===== config.mk =====
export PLATFORM = sky130hd
export DESIGN_NAME = lane_collision_ctrl
export DESIGN_NICKNAME = d
export VERILOG_FILES = /design/src/rtl/lane_collision_ctrl.sv
export SDC_FILE = /design/constraint.sdc
export NUM_CORES = 1
export LEC_CHECK = 0
export ABC_AREA = 1
export CAP_MARGIN = 20
export CORE_ASPECT_RATIO = 0.5
export CORE_MARGIN = 2
export CORE_UTILIZATION = 40
export DETAILED_ROUTE_END_ITERATION = 12
export HOLD_SLACK_MARGIN = 0.15
export PLACE_DENSITY = 0.77
export SETUP_SLACK_MARGIN = 0.05
export SLEW_MARGIN = 20
export SYNTH_ARGS = -nofsm -noshare
export SYNTH_HDL_FRONTEND = slang
export SYNTH_SLANG_ARGS = --single-unit

===== constraint.sdc =====
create_clock -name clk -period 3.6 [get_ports clk]
set_input_delay 0.54 -clock clk [delete_from_list [all_inputs] [get_ports clk]]
set_output_delay 0.54 -clock clk [all_outputs]
set_load 0.02 [all_outputs]

===== src/rtl/lane_collision_ctrl.sv =====
// lane_collision_ctrl: game FSM that detects mario/goomba overlap, tracks lives and score, and pulses lane preset/clear.
module lane_collision_ctrl #(
  parameter int N       = 5,
  parameter int LIVES   = 3,
  parameter int SW      = 8,
  parameter int HIT_CYC = 4
) (
  input  logic          clk,
  input  logic          clr_n,
  input  logic          start,
  input  logic          step,
  input  logic          jump,
  input  logic [N-1:0]  mario_q,
  input  logic [N-1:0]  goomba_q,
  output logic          lane_preset,
  output logic          lane_clr,
  output logic          running,
  output logic          hit_flash,
  output logic          game_over,
  output logic [2:0]    lives,
  output logic [SW-1:0] score
);
  localparam int HW = $clog2(HIT_CYC + 1);
  typedef enum logic [1:0] {IDLE, RUN, HIT, OVER} state_t;
  state_t state;
  logic [HW-1:0] hcnt;
  logic coll, pass, bump;
  assign coll = step & |(mario_q & goomba_q) & ~jump;
  assign pass = step & goomba_q[N-1] & ~coll;
  assign bump = pass & (score != '1);
  always_ff @(posedge clk) begin
    if (!clr_n) begin
      state       <= IDLE;
      lives       <= '0;
      score       <= '0;
      hcnt        <= '0;
      lane_preset <= 1'b0;
      lane_clr    <= 1'b0;
      running     <= 1'b0;
      hit_flash   <= 1'b0;
      game_over   <= 1'b0;
    end else begin
      lane_preset <= 1'b0;
      lane_clr    <= 1'b0;
      case (state)
        IDLE, OVER: if (start) begin
          state       <= RUN;
          lives       <= 3'(LIVES);
          score       <= '0;
          lane_preset <= 1'b1;
          running     <= 1'b1;
          game_over   <= 1'b0;
        end
        RUN: if (coll) begin
          lives <= lives - 3'd1;
          if (lives == 3'd1) begin
            state     <= OVER;
            lane_clr  <= 1'b1;
            running   <= 1'b0;
            game_over <= 1'b1;
          end else begin
            state     <= HIT;
            hcnt      <= HW'(HIT_CYC);
            hit_flash <= 1'b1;
          end
        end else if (bump) score <= score + SW'(1);
        HIT: begin
          if (bump) score <= score + SW'(1);
          // invulnerable window counts game steps, not clock cycles
          if (step) begin
            hcnt <= hcnt - HW'(1);
            if (hcnt == HW'(1)) begin
              state     <= RUN;
              hit_flash <= 1'b0;
            end
          end
        end
        default: state <= IDLE;
      endcase
    end
  end
endmodule


### Yosys cells after proc, flatten, opt, wreduce, memory -nomap -nowiden

Index checks and enable logic that the tools add are counted.

* output and inout bits: 16
* logic and storage cells: 78
* register bits: 21
* input bits: 15

* multiplexer cells: 32
* reduce and logical (&&, ||, !) cells: 13
* add/subtract/negate cells: 3
* equal/unequal tests: 13
* bitwise operators: 8

Operator list (number)
* two-way mux 8 bit: 3
* one-hot mux 8 bit (3 select lines): 1
* two-way mux 3 bit: 5
* != test 2 bit, second input constant: 7
* two-way mux 1 bit: 13
* one-hot mux 3 bit (2 select lines): 2
* AND reduction 4 bit: 3
* adder 8 x 1 -> 8 bit, second input constant: 1
* two-way mux 2 bit: 4
* != test 8 bit, second input constant: 1
* == test 3 x 1 -> 1 bit, second input constant: 2
* one-hot mux 1 bit (2 select lines): 3
* one-hot mux 2 bit (3 select lines): 1
* AND reduction 3 bit: 2
* subtractor 3 x 1 -> 3 bit, second input constant: 2
* bitwise AND 1 bit: 5
* bitwise AND 5 bit: 1
* AND reduction 5 bit: 1
* OR reduction 5 bit: 1
* == test 2 bit, second input constant: 2
* AND reduction 2 bit: 2
* nonzero test 2 bit: 2
* == test 2 x 1 -> 1 bit, second input constant: 1
* logical NOT 2 bit: 1
* other kinds (2): 3

### Longest topological paths before layout

Gate-level depths: netlist of run 1.

* word-level depth: 10
* depth in mapped cells: 10

### Worst setup path after synthesis of run 1

Ideal clock, no wire load.

* kind: register to register
* start: reg lives[1]
* end: reg hcnt[1]
* arrival time: 1389 ps
* stages on the path, launching flop included: 11
* buffers on the path: 0
* data required time: 3481 ps
* period minus slack after synthesis: 1508 ps
* setup slack: 2092 ps
* setup time: 119 ps
* cells stage by stage: dfxtp_1 -> inv_1 -> ha_1 -> inv_1 -> nor2_1 -> nand2_1 -> o21ai_0 -> nor2_1 -> nand2_1 -> o21ai_0 -> a21oi_1

* longest elaborated chain between the ends: 3

Ends and longest elaborated chain
* start, declared: line 20 `output logic [2:0] lives,`
* start signal, assigned: line 48 `lives <= 3'(LIVES);`
* start signal, assigned: line 55 `lives <= lives - 3'd1;`
* == test 3 x 1 -> 1 bit: line 56 `if (lives == 3'd1) begin`
* != test 2 bit (no source line)
* AND reduction 4 bit (no source line)
* end signal, assigned: line 63 `hcnt <= HW'(HIT_CYC);`
* end signal, assigned: line 71 `hcnt <= hcnt - HW'(1);`
* end, declared: line 26 `logic [HW-1:0] hcnt;`

No other way between the ends.
A chain may end at the register's enable or synchronous reset.

### Worst setup path in the final report of run 1

* start: reg score[5]
* end: out score[5]

RTL lines
* start, declared: line 21 `output logic [SW-1:0] score`
* start signal, assigned: line 66 `end else if (bump) score <= score + SW'(1);`
* start signal, assigned: line 68 `if (bump) score <= score + SW'(1);`

No word-level cell between the ends.

==> report_table.html, run 1 <==
<table>
<tr><th>Metric</th><th>Value</th></tr>
<tr><th colspan="2">Outcome</th></tr>
<tr><td>Result of the run</td><td>finished, final reports clean</td></tr>
<tr><th colspan="2">Hold path</th></tr>
<tr><td>Worst min-delay path category</td><td>register to register</td></tr>
<tr><td>Hold Crit Endpoint</td><td>running</td></tr>
<tr><td>Depth of the worst hold-timing path</td><td>2</td></tr>
<tr><td>Launch instance of the worst min-delay path</td><td>running</td></tr>
<tr><th colspan="2">Route</th></tr>
<tr><td>Routed wirelength normalized by instance count</td><td>11.3 um</td></tr>
<tr><td>Per-cell via count in the routed design</td><td>4.90</td></tr>
<tr><td>Detailed Route WL</td><td>2.95 mm</td></tr>
<tr><td>Total number of vias</td><td>1284</td></tr>
<tr><td>Number of optimization iterations in the first detailed-route pass</td><td>4</td></tr>
<tr><td>Number of DRC markers after the initial detailed-route iteration</td><td>51</td></tr>
<tr><td>Routed Antenna Nets</td><td>0</td></tr>
<tr><td>DRC Markers</td><td>0</td></tr>
<tr><th colspan="2">Logic synthesis</th></tr>
<tr><td>Sequential share of the synthesized area</td><td>32.3%</td></tr>
<tr><td>Synthesized cell area</td><td>1300 sq um</td></tr>
<tr><td>Most numerous cell types in the synthesized netlist</td><td>sky130_fd_sc_hd__nand2_1 (43), sky130_fd_sc_hd__inv_1 (32), sky130_fd_sc_hd__a21oi_1 (21), sky130_fd_sc_hd__dfxtp_1 (21), sky130_fd_sc_hd__nand3_1 (18)</td></tr>
<tr><td>Largest area contributor in the synthesized netlist</td><td>sky130_fd_sc_hd__dfxtp_1</td></tr>
<tr><td>Count of cell types in the netlist</td><td>23</td></tr>
<tr><td>Gate Count Post-Synth</td><td>192</td></tr>
<tr><td>Most instantiated library cell after synthesis</td><td>sky130_fd_sc_hd__nand2_1</td></tr>
<tr><td>Share of the synthesized area in the top cell type</td><td>32.3%</td></tr>
<tr><td>Top area cells in the synthesized netlist</td><td>sky130_fd_sc_hd__dfxtp_1 (32%), sky130_fd_sc_hd__nand2_1 (12%), sky130_fd_sc_hd__inv_1 (9.2%)</td></tr>
<tr><td>Top_reg_cell synth</td><td>sky130_fd_sc_hd__dfxtp_1</td></tr>
<tr><td>Synth Net Count</td><td>214</td></tr>
<tr><td>Async SR Flop Fraction</td><td>0%</td></tr>
<tr><td>Number of register bits inferred by synthesis</td><td>21</td></tr>
<tr><td>Count of synthesis-stage warnings from yosys</td><td>0</td></tr>
<tr><td>Mapped Avg Cell Area</td><td>6.78 sq um</td></tr>
<tr><td>Count of flip-flops with a built-in enable after synthesis</td><td>0</td></tr>
<tr><th colspan="2">Critical path</th></tr>
<tr><td>CP Cell Sequence</td><td>clkdlybuf4s50_1</td></tr>
<tr><td>Critical path buffers and inverters</td><td>1</td></tr>
<tr><td>Top delay family on crit path</td><td>buffers and inverters</td></tr>
<tr><td>CP Data Required Time</td><td>3.06 ns</td></tr>
<tr><td>Maximum fanout along the worst path</td><td>7</td></tr>
<tr><td>Setup slack of the worst register-to-register path</td><td>1.80 ns</td></tr>
<tr><td>CP Class</td><td>register to output pin</td></tr>
<tr><td>Critical Path Max Stage Delay</td><td>0.65 ns</td></tr>
<tr><td>End of the worst register-to-register path</td><td>score[1]</td></tr>
<tr><td>Type of destination of the critical path</td><td>output pin</td></tr>
<tr><td>CP max stage cell</td><td>sky130_fd_sc_hd__clkdlybuf4s50_1</td></tr>
<tr><td>Critical Path AT</td><td>1.37 ns</td></tr>
<tr><td>Crit path launch type</td><td>register</td></tr>
<tr><td>Depth of the most critical reg-to-reg path</td><td>8</td></tr>
<tr><td>Origin of the critical flop-to-flop path</td><td>state[0]</td></tr>
<tr><th colspan="2">Run</th></tr>
<tr><td>Total of max-cap violations</td><td>0</td></tr>
<tr><th colspan="2">Die</th></tr>
<tr><td>X dimension of the die</td><td>84.7 um</td></tr>
<tr><td>Starting utilization of the core area</td><td>42.7%</td></tr>
<tr><td>Core Box Area</td><td>3050 sq um</td></tr>
<tr><td>Number of standard-cell rows in the floorplan</td><td>14</td></tr>
<tr><td>Die span in y</td><td>44.3 um</td></tr>
<tr><td>Die area</td><td>3750 sq um</td></tr>
<tr><td>Number of top-level pins</td><td>31</td></tr>
<tr><th colspan="2">Placed design</th></tr>
<tr><td>Worst setup timing slack at the placement stage</td><td>1.59 ns</td></tr>
<tr><td>RePlAce Congestion</td><td>0.861</td></tr>
<tr><td>Total of buffers placed on input and output ports</td><td>30</td></tr>
<tr><td>DP Wirelength</td><td>2.19 mm</td></tr>
<tr><th colspan="2">STA</th></tr>
<tr><td>Final setup violation count</td><td>0</td></tr>
<tr><td>Tightest Pin Transition</td><td>0.500 ns</td></tr>
<tr><td>Final count of pins violating max slew</td><td>0</td></tr>
<tr><td>Fin. Hold Viols</td><td>0</td></tr>
<tr><td>PnR worst setup slack</td><td>1.69 ns</td></tr>
<tr><td>Worst slew margin relative to its limit</td><td>66.6%</td></tr>
<tr><td>Worst clock skew</td><td>0.00277 ns</td></tr>
<tr><td>Final worst path period need</td><td>1.91 ns</td></tr>
<tr><td>Maximum operating frequency</td><td>0.525 GHz</td></tr>
<tr><td>Total Negative Setup Slacks</td><td>0 ns</td></tr>
<tr><td>RSZ-0062 raised after global routing</td><td>false</td></tr>
<tr><td>Final hold slack</td><td>0.444 ns</td></tr>
<tr><td>Share of the clock period used by the worst path after layout</td><td>53.0%</td></tr>
<tr><th colspan="2">Layout</th></tr>
<tr><td>P&amp;R area growth vs syn</td><td>28.6%</td></tr>
<tr><td>Filler cells</td><td>295</td></tr>
<tr><td>Antenna diode instance count</td><td>0</td></tr>
<tr><td>Final design utilization</td><td>54.9%</td></tr>
<tr><td>Nets</td><td>245</td></tr>
<tr><td>Proportion of layout cells with a drive suffix above 1</td><td>7.66%</td></tr>
<tr><th colspan="2">Power</th></tr>
<tr><td>PD cells</td><td>705 nW/um^2</td></tr>
<tr><td>Pleak</td><td>0.709 nW</td></tr>
<tr><td>Peak supply drop</td><td>434 uV</td></tr>
<tr><th colspan="2">Global routing</th></tr>
<tr><td>Wire length of the first global-routing pass</td><td>5.02 mm</td></tr>
<tr><td>Number of global-route vias before repair</td><td>1181</td></tr>
<tr><td>Final global-route overflow total</td><td>0</td></tr>
<tr><td>Tot GR Track Use</td><td>17.2%</td></tr>
<tr><td>Number of antenna violations at the first check in global routing</td><td>0</td></tr>
<tr><td>Maximum number of pins on one net before global-route repair</td><td>14</td></tr>
<tr><th colspan="2">Clock network</th></tr>
<tr><td>Clock tree from TritonCTS</td><td>yes</td></tr>
<tr><td>CTS Buffer Depth</td><td>2</td></tr>
<tr><td>Clock sinks</td><td>21</td></tr>
<tr><td>Hold buffer count at CTS</td><td>0</td></tr>
<tr><td>CTS clk-pin slew, worst paths</td><td>0.08 ns</td></tr>
<tr><td>H-tree levels</td><td>1</td></tr>
<tr><td>Setup fix buffers added after clock tree synthesis</td><td>0</td></tr>
<tr><td>Number of buffers added by the clock tree synthesis step</td><td>3</td></tr>
<tr><td>Clock network latency to the later pin of the worst-skew pair</td><td>0.26 ns</td></tr>
<tr><td>Post-cts resize count</td><td>0</td></tr>
<tr><td>CTS Root Buffer Type</td><td>sky130_fd_sc_hd__clkbuf_8</td></tr>
</table>
[layer usage]
metal / global-route usage [%] / vias to the layer above / wire length, um
li1: - / 674 / -
met5: 0 / - / 0
met3: 5.04 / 4 / 130
met4: 6.35 / 0 / 38
met2: 30.2 / 20 / 1370
met1: 20.5 / 586 / 1410
[kinds of logic after synthesis]
kind of cell | count (synthesis) | share of synthesized area, %
and+or+nand+nor | 98 | 36.6
buffers and inverters | 37 | 11.6
AOI/OAI and AO/OA | 28 | 12.0
DFF | 21 | 32.3
adders and majority gates | 7 | 6.73
xor gates and xnor gates | 1 | 0.673
[layout make-up]
cell class / count / area [sq um] / share of cell area (%)
clock buffers: 3 / 41.3 / 2.47
clock inverters: 1 / 5.00 / 0.299
inverters: 33 / 126 / 7.55
multi-input cells: 134 / 729 / 43.6
flip-flops and latches: 21 / 420 / 25.1
well taps: 40 / 50.0 / 2.99
repair buffers: 30 / 300 / 18.0
[registers in the layout (all words and copies together), names as in the netlist]
register,cells
lane_preset,1
hit_flash,1
game_over,1
score,8
lives,3
lane_clr,1
running,1
state,2
hcnt,3
[worst max-delay path by stage]
stage	start	to	slack (ns)	cells past startpoint
after floorplan	lives[1]	hcnt[1]	2.09	10
after detailed placement	goomba_q[4]	score[1]	1.59	11
after global placement	goomba_q[4]	score[0]	1.63	9
final	score[5]	score[5]	1.69	1
after CTS	score[5]	score[5]	1.69	1
after global routing	state[0]	score[4]	1.63	8
[stage by stage]
step	total power, mW	cell area [sq um]	cells
2_1_floorplan	0.829	1300	192
3_3_place_gp	0.998	1630	258
3_5_place_dp	1.02	1630	258
4_1_cts	1.18	1670	262
5_1_grt	1.28	1670	262
6_report	1.18	1670	262
[placed cells by master (no fill, tap or decap), types with 4 or more instances in the layout]
cell type                          n
sky130_fd_sc_hd__nand3_1          18
sky130_fd_sc_hd__nand4_1           5
sky130_fd_sc_hd__ha_1              7
sky130_fd_sc_hd__inv_1            32
sky130_fd_sc_hd__clkdlybuf4s50_1  30
sky130_fd_sc_hd__nand3_2           4
sky130_fd_sc_hd__dfxtp_1          21
sky130_fd_sc_hd__nor3_1            4
sky130_fd_sc_hd__a21oi_1          21
sky130_fd_sc_hd__o21ai_0           5
sky130_fd_sc_hd__nor2_1           15
sky130_fd_sc_hd__nand2_1          43
[power by group]
group          switching [mW]  total, mW  leakage, nW  internal [mW]
registers              0.0496      0.354        0.172          0.304
clock network          0.0831      0.160       0.0255         0.0773
logic                   0.417      0.665        0.511          0.248
total                   0.550       1.18        0.709          0.629
(Power assumes the default switching activity.)
==> run 2: changes to the inputs <==
==> constraint.sdc (replaced) <==
create_clock -name clk -period 1.8 [get_ports clk]
set_input_delay 0.27 -clock clk [delete_from_list [all_inputs] [get_ports clk]]
set_output_delay 0.27 -clock clk [all_outputs]
set_load 0.02 [all_outputs]
==> report_table.html, run 2 (synthesis gave the netlist of run 1 again) <==
<table>
<tr><th>Metric</th><th>Value</th></tr>
<tr><th colspan="2">Layout</th></tr>
<tr><td>Proportion of layout cells with a drive suffix above 1</td><td>8.44% (+0.79 points)</td></tr>
<tr><td>Most flop-heavy register</td><td>score</td></tr>
<tr><td>Antenna diode instance count</td><td>0 (unchanged)</td></tr>
<tr><td>Regs by FF count</td><td>score x8, hcnt x3, lives x3</td></tr>
<tr><td>Number of flip-flops under the largest register name</td><td>8 (unchanged)</td></tr>
<tr><td>Filler cells</td><td>296 (+0.34%)</td></tr>
<tr><td>P&amp;R area growth vs syn</td><td>30.2%</td></tr>
<tr><td>Highest-count cells in the layout ignoring fill and taps</td><td>sky130_fd_sc_hd__nand2_1 (43), sky130_fd_sc_hd__inv_1 (32), sky130_fd_sc_hd__clkdlybuf4s50_1 (30)</td></tr>
<tr><td>Commonest non-fill, non-tap cell in the layout</td><td>sky130_fd_sc_hd__nand2_1</td></tr>
<tr><td>Area of all sequential standard cells</td><td>420 sq um (unchanged)</td></tr>
<tr><td>Final design utilization</td><td>55.6% (+0.70 points)</td></tr>
<tr><td>Nets</td><td>248 (+1.2%)</td></tr>
<tr><td>Area taken by multi-input logic gates</td><td>729 sq um (unchanged)</td></tr>
<tr><th colspan="2">Route</th></tr>
<tr><td>Met3 wire length</td><td>145 um (+12%)</td></tr>
<tr><td>Total number of vias</td><td>1299 (+1.2%)</td></tr>
<tr><td>Amount of wire on met2 after detailed routing</td><td>1.33 mm (-3.6%)</td></tr>
<tr><td>DRC Markers</td><td>0 (unchanged)</td></tr>
<tr><td>Routed wirelength normalized by instance count</td><td>11.2 um (-0.50%)</td></tr>
<tr><td>Number of optimization iterations in the first detailed-route pass</td><td>4 (unchanged)</td></tr>
<tr><td>Top routing layer in use</td><td>met4</td></tr>
<tr><td>Per-cell via count in the routed design</td><td>4.90 (about the same)</td></tr>
<tr><td>Number of DRC markers after the initial detailed-route iteration</td><td>33 (-35%)</td></tr>
<tr><td>Routed Antenna Nets</td><td>0 (unchanged)</td></tr>
<tr><td>Met1 Routed Length</td><td>1.45 mm (+3.1%)</td></tr>
<tr><td>Detailed Route WL</td><td>2.97 mm (+0.64%)</td></tr>
<tr><th colspan="2">Global routing</th></tr>
<tr><td>Number of global-route vias before repair</td><td>1224 (+3.6%)</td></tr>
<tr><td>Number of antenna violations at the first check in global routing</td><td>0 (unchanged)</td></tr>
<tr><td>Final global-route overflow total</td><td>0 (unchanged)</td></tr>
<tr><td>Maximum number of pins on one net before global-route repair</td><td>14 (unchanged)</td></tr>
<tr><td>Wire length of the first global-routing pass</td><td>5.09 mm (+1.5%)</td></tr>
<tr><td>Tot GR Track Use</td><td>16.9% (-0.23 points)</td></tr>
<tr><th colspan="2">Die</th></tr>
<tr><td>Number of top-level pins</td><td>31 (unchanged)</td></tr>
<tr><td>Die span in y</td><td>44.3 um (unchanged)</td></tr>
<tr><td>Starting utilization of the core area</td><td>42.7% (unchanged)</td></tr>
<tr><td>X dimension of the die</td><td>84.7 um (unchanged)</td></tr>
<tr><td>Core Box Area</td><td>3050 sq um (unchanged)</td></tr>
<tr><td>Number of standard-cell rows in the floorplan</td><td>14 (unchanged)</td></tr>
<tr><td>Die area</td><td>3750 sq um (unchanged)</td></tr>
<tr><th colspan="2">STA</th></tr>
<tr><td>Total Negative Setup Slacks</td><td>0 ns (unchanged)</td></tr>
<tr><td>Final count of pins violating max slew</td><td>0 (unchanged)</td></tr>
<tr><td>Maximum operating frequency</td><td>0.612 GHz</td></tr>
<tr><td>Worst slew margin relative to its limit</td><td>67.2% (+0.58 points)</td></tr>
<tr><td>RSZ-0062 raised after global routing</td><td>false</td></tr>
<tr><td>Final worst path period need</td><td>1.63 ns</td></tr>
<tr><td>Final setup violation count</td><td>0 (unchanged)</td></tr>
<tr><td>Worst clock skew</td><td>0.00348 ns (+0.000705 ns)</td></tr>
<tr><td>Tightest Pin Transition</td><td>0.491 ns (-0.00872 ns)</td></tr>
<tr><td>Fin. Hold Viols</td><td>0 (unchanged)</td></tr>
<tr><td>Share of the clock period used by the worst path after layout</td><td>90.7%</td></tr>
<tr><th colspan="2">Critical path</th></tr>
<tr><td>Type of destination of the critical path</td><td>output pin</td></tr>
<tr><td>CP Cell Sequence</td><td>clkdlybuf4s50_1</td></tr>
<tr><td>Maximum fanout along the worst path</td><td>7 (unchanged)</td></tr>
<tr><td>Critical Path AT</td><td>1.36 ns (about the same)</td></tr>
<tr><td>CP Data Required Time</td><td>1.53 ns (-1.53 ns)</td></tr>
<tr><td>Crit path launch type</td><td>register</td></tr>
<tr><td>CP max stage cell</td><td>sky130_fd_sc_hd__clkdlybuf4s50_1</td></tr>
<tr><td>Critical path buffers and inverters</td><td>1 (unchanged)</td></tr>
<tr><td>CP Class</td><td>register to output pin</td></tr>
<tr><td>Critical Path Max Stage Delay</td><td>0.65 ns (about the same)</td></tr>
<tr><td>Top delay family on crit path</td><td>buffers and inverters</td></tr>
<tr><th colspan="2">Run</th></tr>
<tr><td>Total of max-cap violations</td><td>0 (unchanged)</td></tr>
<tr><th colspan="2">Clock network</th></tr>
<tr><td>Hold buffer count at CTS</td><td>0 (unchanged)</td></tr>
<tr><td>Clock sinks</td><td>21 (unchanged)</td></tr>
<tr><td>Clock network latency to the later pin of the worst-skew pair</td><td>0.26 ns (about the same)</td></tr>
<tr><td>CTS clk-pin slew, worst paths</td><td>0.08 ns (about the same)</td></tr>
<tr><td>Number of buffers added by the clock tree synthesis step</td><td>3 (unchanged)</td></tr>
<tr><td>Setup fix buffers added after clock tree synthesis</td><td>0 (unchanged)</td></tr>
<tr><td>Clock tree from TritonCTS</td><td>yes</td></tr>
<tr><td>H-tree levels</td><td>1 (unchanged)</td></tr>
<tr><td>CTS Root Buffer Type</td><td>sky130_fd_sc_hd__clkbuf_8</td></tr>
<tr><td>CTS Buffer Depth</td><td>2 (unchanged)</td></tr>
<tr><th colspan="2">Placed design</th></tr>
<tr><td>DP Wirelength</td><td>2.26 mm (+3.1%)</td></tr>
<tr><td>RePlAce Congestion</td><td>0.888 (+3.2%)</td></tr>
<tr><td>Total of buffers placed on input and output ports</td><td>30 (unchanged)</td></tr>
<tr><th colspan="2">Power</th></tr>
<tr><td>Peak supply drop</td><td>856 uV (+97%)</td></tr>
<tr><td>PD cells</td><td>1420 nW/um^2 (+100%)</td></tr>
<tr><td>Pleak</td><td>0.720 nW (+1.7%)</td></tr>
<tr><th colspan="2">Outcome</th></tr>
<tr><td>Result of the run</td><td>finished, final reports clean</td></tr>
<tr><th colspan="2">Hold path</th></tr>
<tr><td>Worst min-delay path category</td><td>register to register</td></tr>
</table>
## run 2: changes by cell type in the layout (fill, tap and decap cells not counted)
cell                       change
sky130_fd_sc_hd__o21ai_0       -1
sky130_fd_sc_hd__clkbuf_1      +1
sky130_fd_sc_hd__o21ai_1       +1
sky130_fd_sc_hd__clkinv_2      -1
sky130_fd_sc_hd__buf_4         +3
## run 2: metrics by stage
step	area [sq um]	instances	hold WS, ns	power [mW]	setup slack [ns]
6_report	1690	265	0.444	2.40	0.167
4_1_cts	1690	265	0.450	2.40	0.165
3_3_place_gp	1650	261	0.435	2.03	0.108
2_1_floorplan	1300	192	0.409	1.66	0.292
5_1_grt	1690	265	0.468	2.60	0.0803
3_5_place_dp	1650	261	0.438	2.08	0.0804
## run 2: final timing paths
| kind | start | end | slack, ns | cells after the start |
|---|---|---|---|---|
| hold / removal | running | running | 0.44 | 2 |
| setup reg to reg | state[0] | score[4] | 0.22 | 8 |
| setup / recovery | score[4] | score[4] | 0.17 | 1 |
| hold reg to reg | running | running | 0.44 | 2 |
## run 2: area by class of cell
| cell class | count | area share [%] |
|---|---|---|
| multi-input combinational | 134 | 43.1 |
| sequential | 21 | 24.8 |
| timing repair buffer | 33 | 19.1 |
| inverter | 33 | 7.46 |
| tap | 40 | 2.95 |
| clock buffer | 4 | 2.66 |
## run 2: power by group
part	internal, mW	leakage, nW	switching, mW	total (mW)
registers	0.608	0.172	0.104	0.712
clock network	0.158	0.0228	0.162	0.320
logic	0.532	0.526	0.836	1.37
## run 2: layer usage
layer | GRT usage, % | up-vias
met2 | 30.2 | 32
met3 | 4.48 | 6
met5 | 0 | -
met1 | 20.9 | 581
li1 | - | 680
met4 | 4.44 | 0
## run 2: repair_timing
action	in CTS	in global routing
endpoints found under the setup margin	0	1
hold endpoints to repair	0	0
gates resized for setup	0	1
## run 2: worst reg2reg max path, stage by stage, from the launching register on
cell	delay (ns)
sky130_fd_sc_hd__dfxtp_1	0.34
sky130_fd_sc_hd__inv_1	0.06
sky130_fd_sc_hd__ha_1	0.34
sky130_fd_sc_hd__nand2_1	0.22
sky130_fd_sc_hd__nand2_1	0.14
sky130_fd_sc_hd__inv_4	0.14
sky130_fd_sc_hd__nand2_4	0.10
sky130_fd_sc_hd__nand2_1	0.07
sky130_fd_sc_hd__a21oi_1	0.06
==> run 3: changes to the inputs <==
--- a/config.mk
+++ b/config.mk
@@ -9,10 +9,10 @@
 export CAP_MARGIN = 20
 export CORE_ASPECT_RATIO = 0.5
 export CORE_MARGIN = 2
-export CORE_UTILIZATION = 40
+export CORE_UTILIZATION = 49
 export DETAILED_ROUTE_END_ITERATION = 12
 export HOLD_SLACK_MARGIN = 0.15
-export PLACE_DENSITY = 0.77
+export PLACE_DENSITY = 0.89
 export SETUP_SLACK_MARGIN = 0.05
 export SLEW_MARGIN = 20
 export SYNTH_ARGS = -nofsm -noshare
==> report_table.html, run 3 (synthesis gave the netlist of run 1 again) <==
<table>
<tr><th>Metric</th><th>Value</th></tr>
<tr><th colspan="2">Outcome</th></tr>
<tr><td>Result of the run</td><td>finished, final reports clean</td></tr>
<tr><th colspan="2">Global routing</th></tr>
<tr><td>Final global-route overflow total</td><td>0 (unchanged)</td></tr>
<tr><td>Number of global-route vias before repair</td><td>1219 (-0.41%)</td></tr>
<tr><td>Tot GR Track Use</td><td>21.2% (+4.3 points)</td></tr>
<tr><td>Wire length of the first global-routing pass</td><td>5.04 mm (-0.96%)</td></tr>
<tr><td>Maximum number of pins on one net before global-route repair</td><td>14 (unchanged)</td></tr>
<tr><td>Number of antenna violations at the first check in global routing</td><td>0 (unchanged)</td></tr>
<tr><th colspan="2">Placed design</th></tr>
<tr><td>RePlAce Congestion</td><td>0.852 (-4.0%)</td></tr>
<tr><td>Placement-stage cell area</td><td>1650 sq um (-0.23%)</td></tr>
<tr><td>DP Wirelength</td><td>2.39 mm (+5.6%)</td></tr>
<tr><td>Total of buffers placed on input and output ports</td><td>30 (unchanged)</td></tr>
<tr><th colspan="2">Clock network</th></tr>
<tr><td>CTS Buffer Depth</td><td>2 (unchanged)</td></tr>
<tr><td>Setup fix buffers added after clock tree synthesis</td><td>0 (unchanged)</td></tr>
<tr><td>Clock tree from TritonCTS</td><td>yes</td></tr>
<tr><td>Number of buffers added by the clock tree synthesis step</td><td>3 (unchanged)</td></tr>
<tr><td>Clock sinks</td><td>21 (unchanged)</td></tr>
<tr><td>Post-cts resize count</td><td>0 (unchanged)</td></tr>
<tr><td>CTS clk-pin slew, worst paths</td><td>0.09 ns (about the same)</td></tr>
<tr><td>Clock network latency to the later pin of the worst-skew pair</td><td>0.27 ns (about the same)</td></tr>
<tr><td>CTS Root Buffer Type</td><td>sky130_fd_sc_hd__clkbuf_8</td></tr>
<tr><td>Hold buffer count at CTS</td><td>0 (unchanged)</td></tr>
<tr><td>H-tree levels</td><td>1 (unchanged)</td></tr>
<tr><th colspan="2">Hold path</th></tr>
<tr><td>Launch instance of the worst min-delay path</td><td>running</td></tr>
<tr><td>Worst min-delay path category</td><td>register to register</td></tr>
<tr><th colspan="2">STA</th></tr>
<tr><td>Tightest Pin Transition</td><td>0.459 ns (-0.0321 ns)</td></tr>
<tr><td>Final count of pins violating max slew</td><td>0 (unchanged)</td></tr>
<tr><td>Worst clock skew</td><td>0.00654 ns (+0.00306 ns)</td></tr>
<tr><td>Fin. Hold Viols</td><td>0 (unchanged)</td></tr>
<tr><td>RSZ-0062 raised after global routing</td><td>false</td></tr>
<tr><td>Final hold slack</td><td>0.451 ns (+0.00662 ns)</td></tr>
<tr><td>Total Negative Setup Slacks</td><td>0 ns (unchanged)</td></tr>
<tr><td>Final setup violation count</td><td>0 (unchanged)</td></tr>
<tr><td>Share of the clock period used by the worst path after layout</td><td>90.9% (+0.20 points)</td></tr>
<tr><td>Worst slew margin relative to its limit</td><td>69.4% (+2.1 points)</td></tr>
<tr><td>Maximum operating frequency</td><td>0.611 GHz (-0.22%)</td></tr>
<tr><td>Final worst path period need</td><td>1.64 ns (+0.00362 ns)</td></tr>
<tr><th colspan="2">Power</th></tr>
<tr><td>Peak supply drop</td><td>698 uV (-18%)</td></tr>
<tr><td>Total power after layout</td><td>2.43 mW (+1.3%)</td></tr>
<tr><td>PD cells</td><td>1430 nW/um^2 (+1.3%)</td></tr>
<tr><td>Pleak</td><td>0.719 nW (-0.24%)</td></tr>
<tr><th colspan="2">Critical path</th></tr>
<tr><td>Origin of the critical flop-to-flop path</td><td>state[1]</td></tr>
<tr><td>Type of destination of the critical path</td><td>output pin</td></tr>
<tr><td>CP Class</td><td>register to output pin</td></tr>
<tr><td>Crit path launch type</td><td>register</td></tr>
<tr><td>Critical path buffers and inverters</td><td>1 (unchanged)</td></tr>
<tr><td>CP max stage cell</td><td>sky130_fd_sc_hd__clkdlybuf4s50_1</td></tr>
<tr><td>CP Cell Sequence</td><td>clkdlybuf4s50_1</td></tr>
<tr><td>Source of the critical timing path</td><td>score[5]</td></tr>
<tr><td>Critical Path AT</td><td>1.37 ns (about the same)</td></tr>
<tr><td>Top delay family on crit path</td><td>buffers and inverters</td></tr>
<tr><td>CP Data Required Time</td><td>1.53 ns (about the same)</td></tr>
<tr><td>Maximum fanout along the worst path</td><td>7 (unchanged)</td></tr>
<tr><td>Critical Path Max Stage Delay</td><td>0.65 ns (about the same)</td></tr>
<tr><th colspan="2">Route</th></tr>
<tr><td>Per-cell via count in the routed design</td><td>5.16 (+5.3%)</td></tr>
<tr><td>Total number of vias</td><td>1353 (+4.2%)</td></tr>
<tr><td>DRC Markers</td><td>0 (unchanged)</td></tr>
<tr><td>Detailed Route WL</td><td>3.21 mm (+8.0%)</td></tr>
<tr><td>Routed wirelength normalized by instance count</td><td>12.3 um (+9.2%)</td></tr>
<tr><td>Routed Antenna Nets</td><td>0 (unchanged)</td></tr>
<tr><td>Number of DRC markers after the initial detailed-route iteration</td><td>52 (+58%)</td></tr>
<tr><td>Number of optimization iterations in the first detailed-route pass</td><td>4 (unchanged)</td></tr>
<tr><th colspan="2">Layout</th></tr>
<tr><td>Final design utilization</td><td>66.3% (+11 points)</td></tr>
<tr><td>Number of flip-flops under the largest register name</td><td>8 (unchanged)</td></tr>
<tr><td>Regs by FF count</td><td>score x8, hcnt x3, lives x3</td></tr>
<tr><td>Most flop-heavy register</td><td>score</td></tr>
<tr><td>Commonest non-fill, non-tap cell in the layout</td><td>sky130_fd_sc_hd__nand2_1</td></tr>
<tr><td>P&amp;R area growth vs syn</td><td>30.2% (unchanged)</td></tr>
<tr><td>Filler cells</td><td>224 (-24%)</td></tr>
<tr><td>Antenna diode instance count</td><td>0 (unchanged)</td></tr>
<tr><td>Nets</td><td>248 (unchanged)</td></tr>
<tr><td>Layout Cell Area excl Fill</td><td>1690 sq um (unchanged)</td></tr>
<tr><td>Proportion of layout cells with a drive suffix above 1</td><td>8.89% (+0.44 points)</td></tr>
<tr><td>Highest-count cells in the layout ignoring fill and taps</td><td>sky130_fd_sc_hd__nand2_1 (43), sky130_fd_sc_hd__inv_1 (32), sky130_fd_sc_hd__clkdlybuf4s50_1 (30)</td></tr>
<tr><th colspan="2">Die</th></tr>
<tr><td>Starting utilization of the core area</td><td>51.0% (+8.3 points)</td></tr>
<tr><td>X dimension of the die</td><td>76.9 um (-9.2%)</td></tr>
<tr><td>Core Box Area</td><td>2550 sq um (-16%)</td></tr>
<tr><td>Number of top-level pins</td><td>31 (unchanged)</td></tr>
<tr><td>Die span in y</td><td>40.4 um (-8.8%)</td></tr>
<tr><td>Number of standard-cell rows in the floorplan</td><td>13 (-1)</td></tr>
<tr><td>Die area</td><td>3110 sq um (-17%)</td></tr>
<tr><th colspan="2">Run</th></tr>
<tr><td>Total of max-cap violations</td><td>0 (unchanged)</td></tr>
</table>
run 3: changes by cell type in the layout (fill, tap and decap cells not counted), sizes merged:
cell / change
clkbuf: -1
clkinvlp: +1
run 3: worst paths after layout:
check,end,slack (ns),cells past startpoint
worst min-delay path,running,0.45,2
worst max-delay path,score[5],0.16,1
worst max register to register,hcnt[0],0.23,8
worst min register to register,running,0.45,2
run 3: power by group:
part           total (mW)  switching, mW  internal (mW)
clock network       0.328          0.171          0.157
logic                1.39          0.862          0.529
registers           0.711          0.103          0.608
total                2.43           1.14           1.29
run 3: tightest hold or removal path: cells and delay by family, from the launching register on:
| family | cells | cell delay, ns |
|---|---|---|
| compound gates | 1 | 0.05 |
| flops | 1 | 0.32 |
| buf+inv | 1 | 0.05 |
run 3: final cells by class:
type	count	area (sq um)	share of cell area, %
Tap cell	37	46.3	2.73
Sequential cell	21	420	24.8
Multi-Input combinational cell	134	729	43.1
Timing Repair Buffer	33	323	19.1
Clock inverter	1	7.51	0.443
Inverter	33	126	7.46
Clock buffer	3	41.3	2.44
run 3: per-stage QoR:
step / cells / setup WS [ns]
after detailed placement: 258 / 0.0321
after global placement: 258 / 0.113
after global routing: 262 / 0.0643
after floorplan: 192 / 0.292
after CTS: 262 / 0.162
final: 262 / 0.163
run 3: layer usage:
metal / track usage, % / up-vias / part of all wire, %
li1: - / 681 / -
met1: 22.3 / 630 / 45
met2: 39.9 / 32 / 49
met3: 7.43 / 10 / 3.7
met4: 12.7 / 0 / 2.2
met5: 0 / - / 0
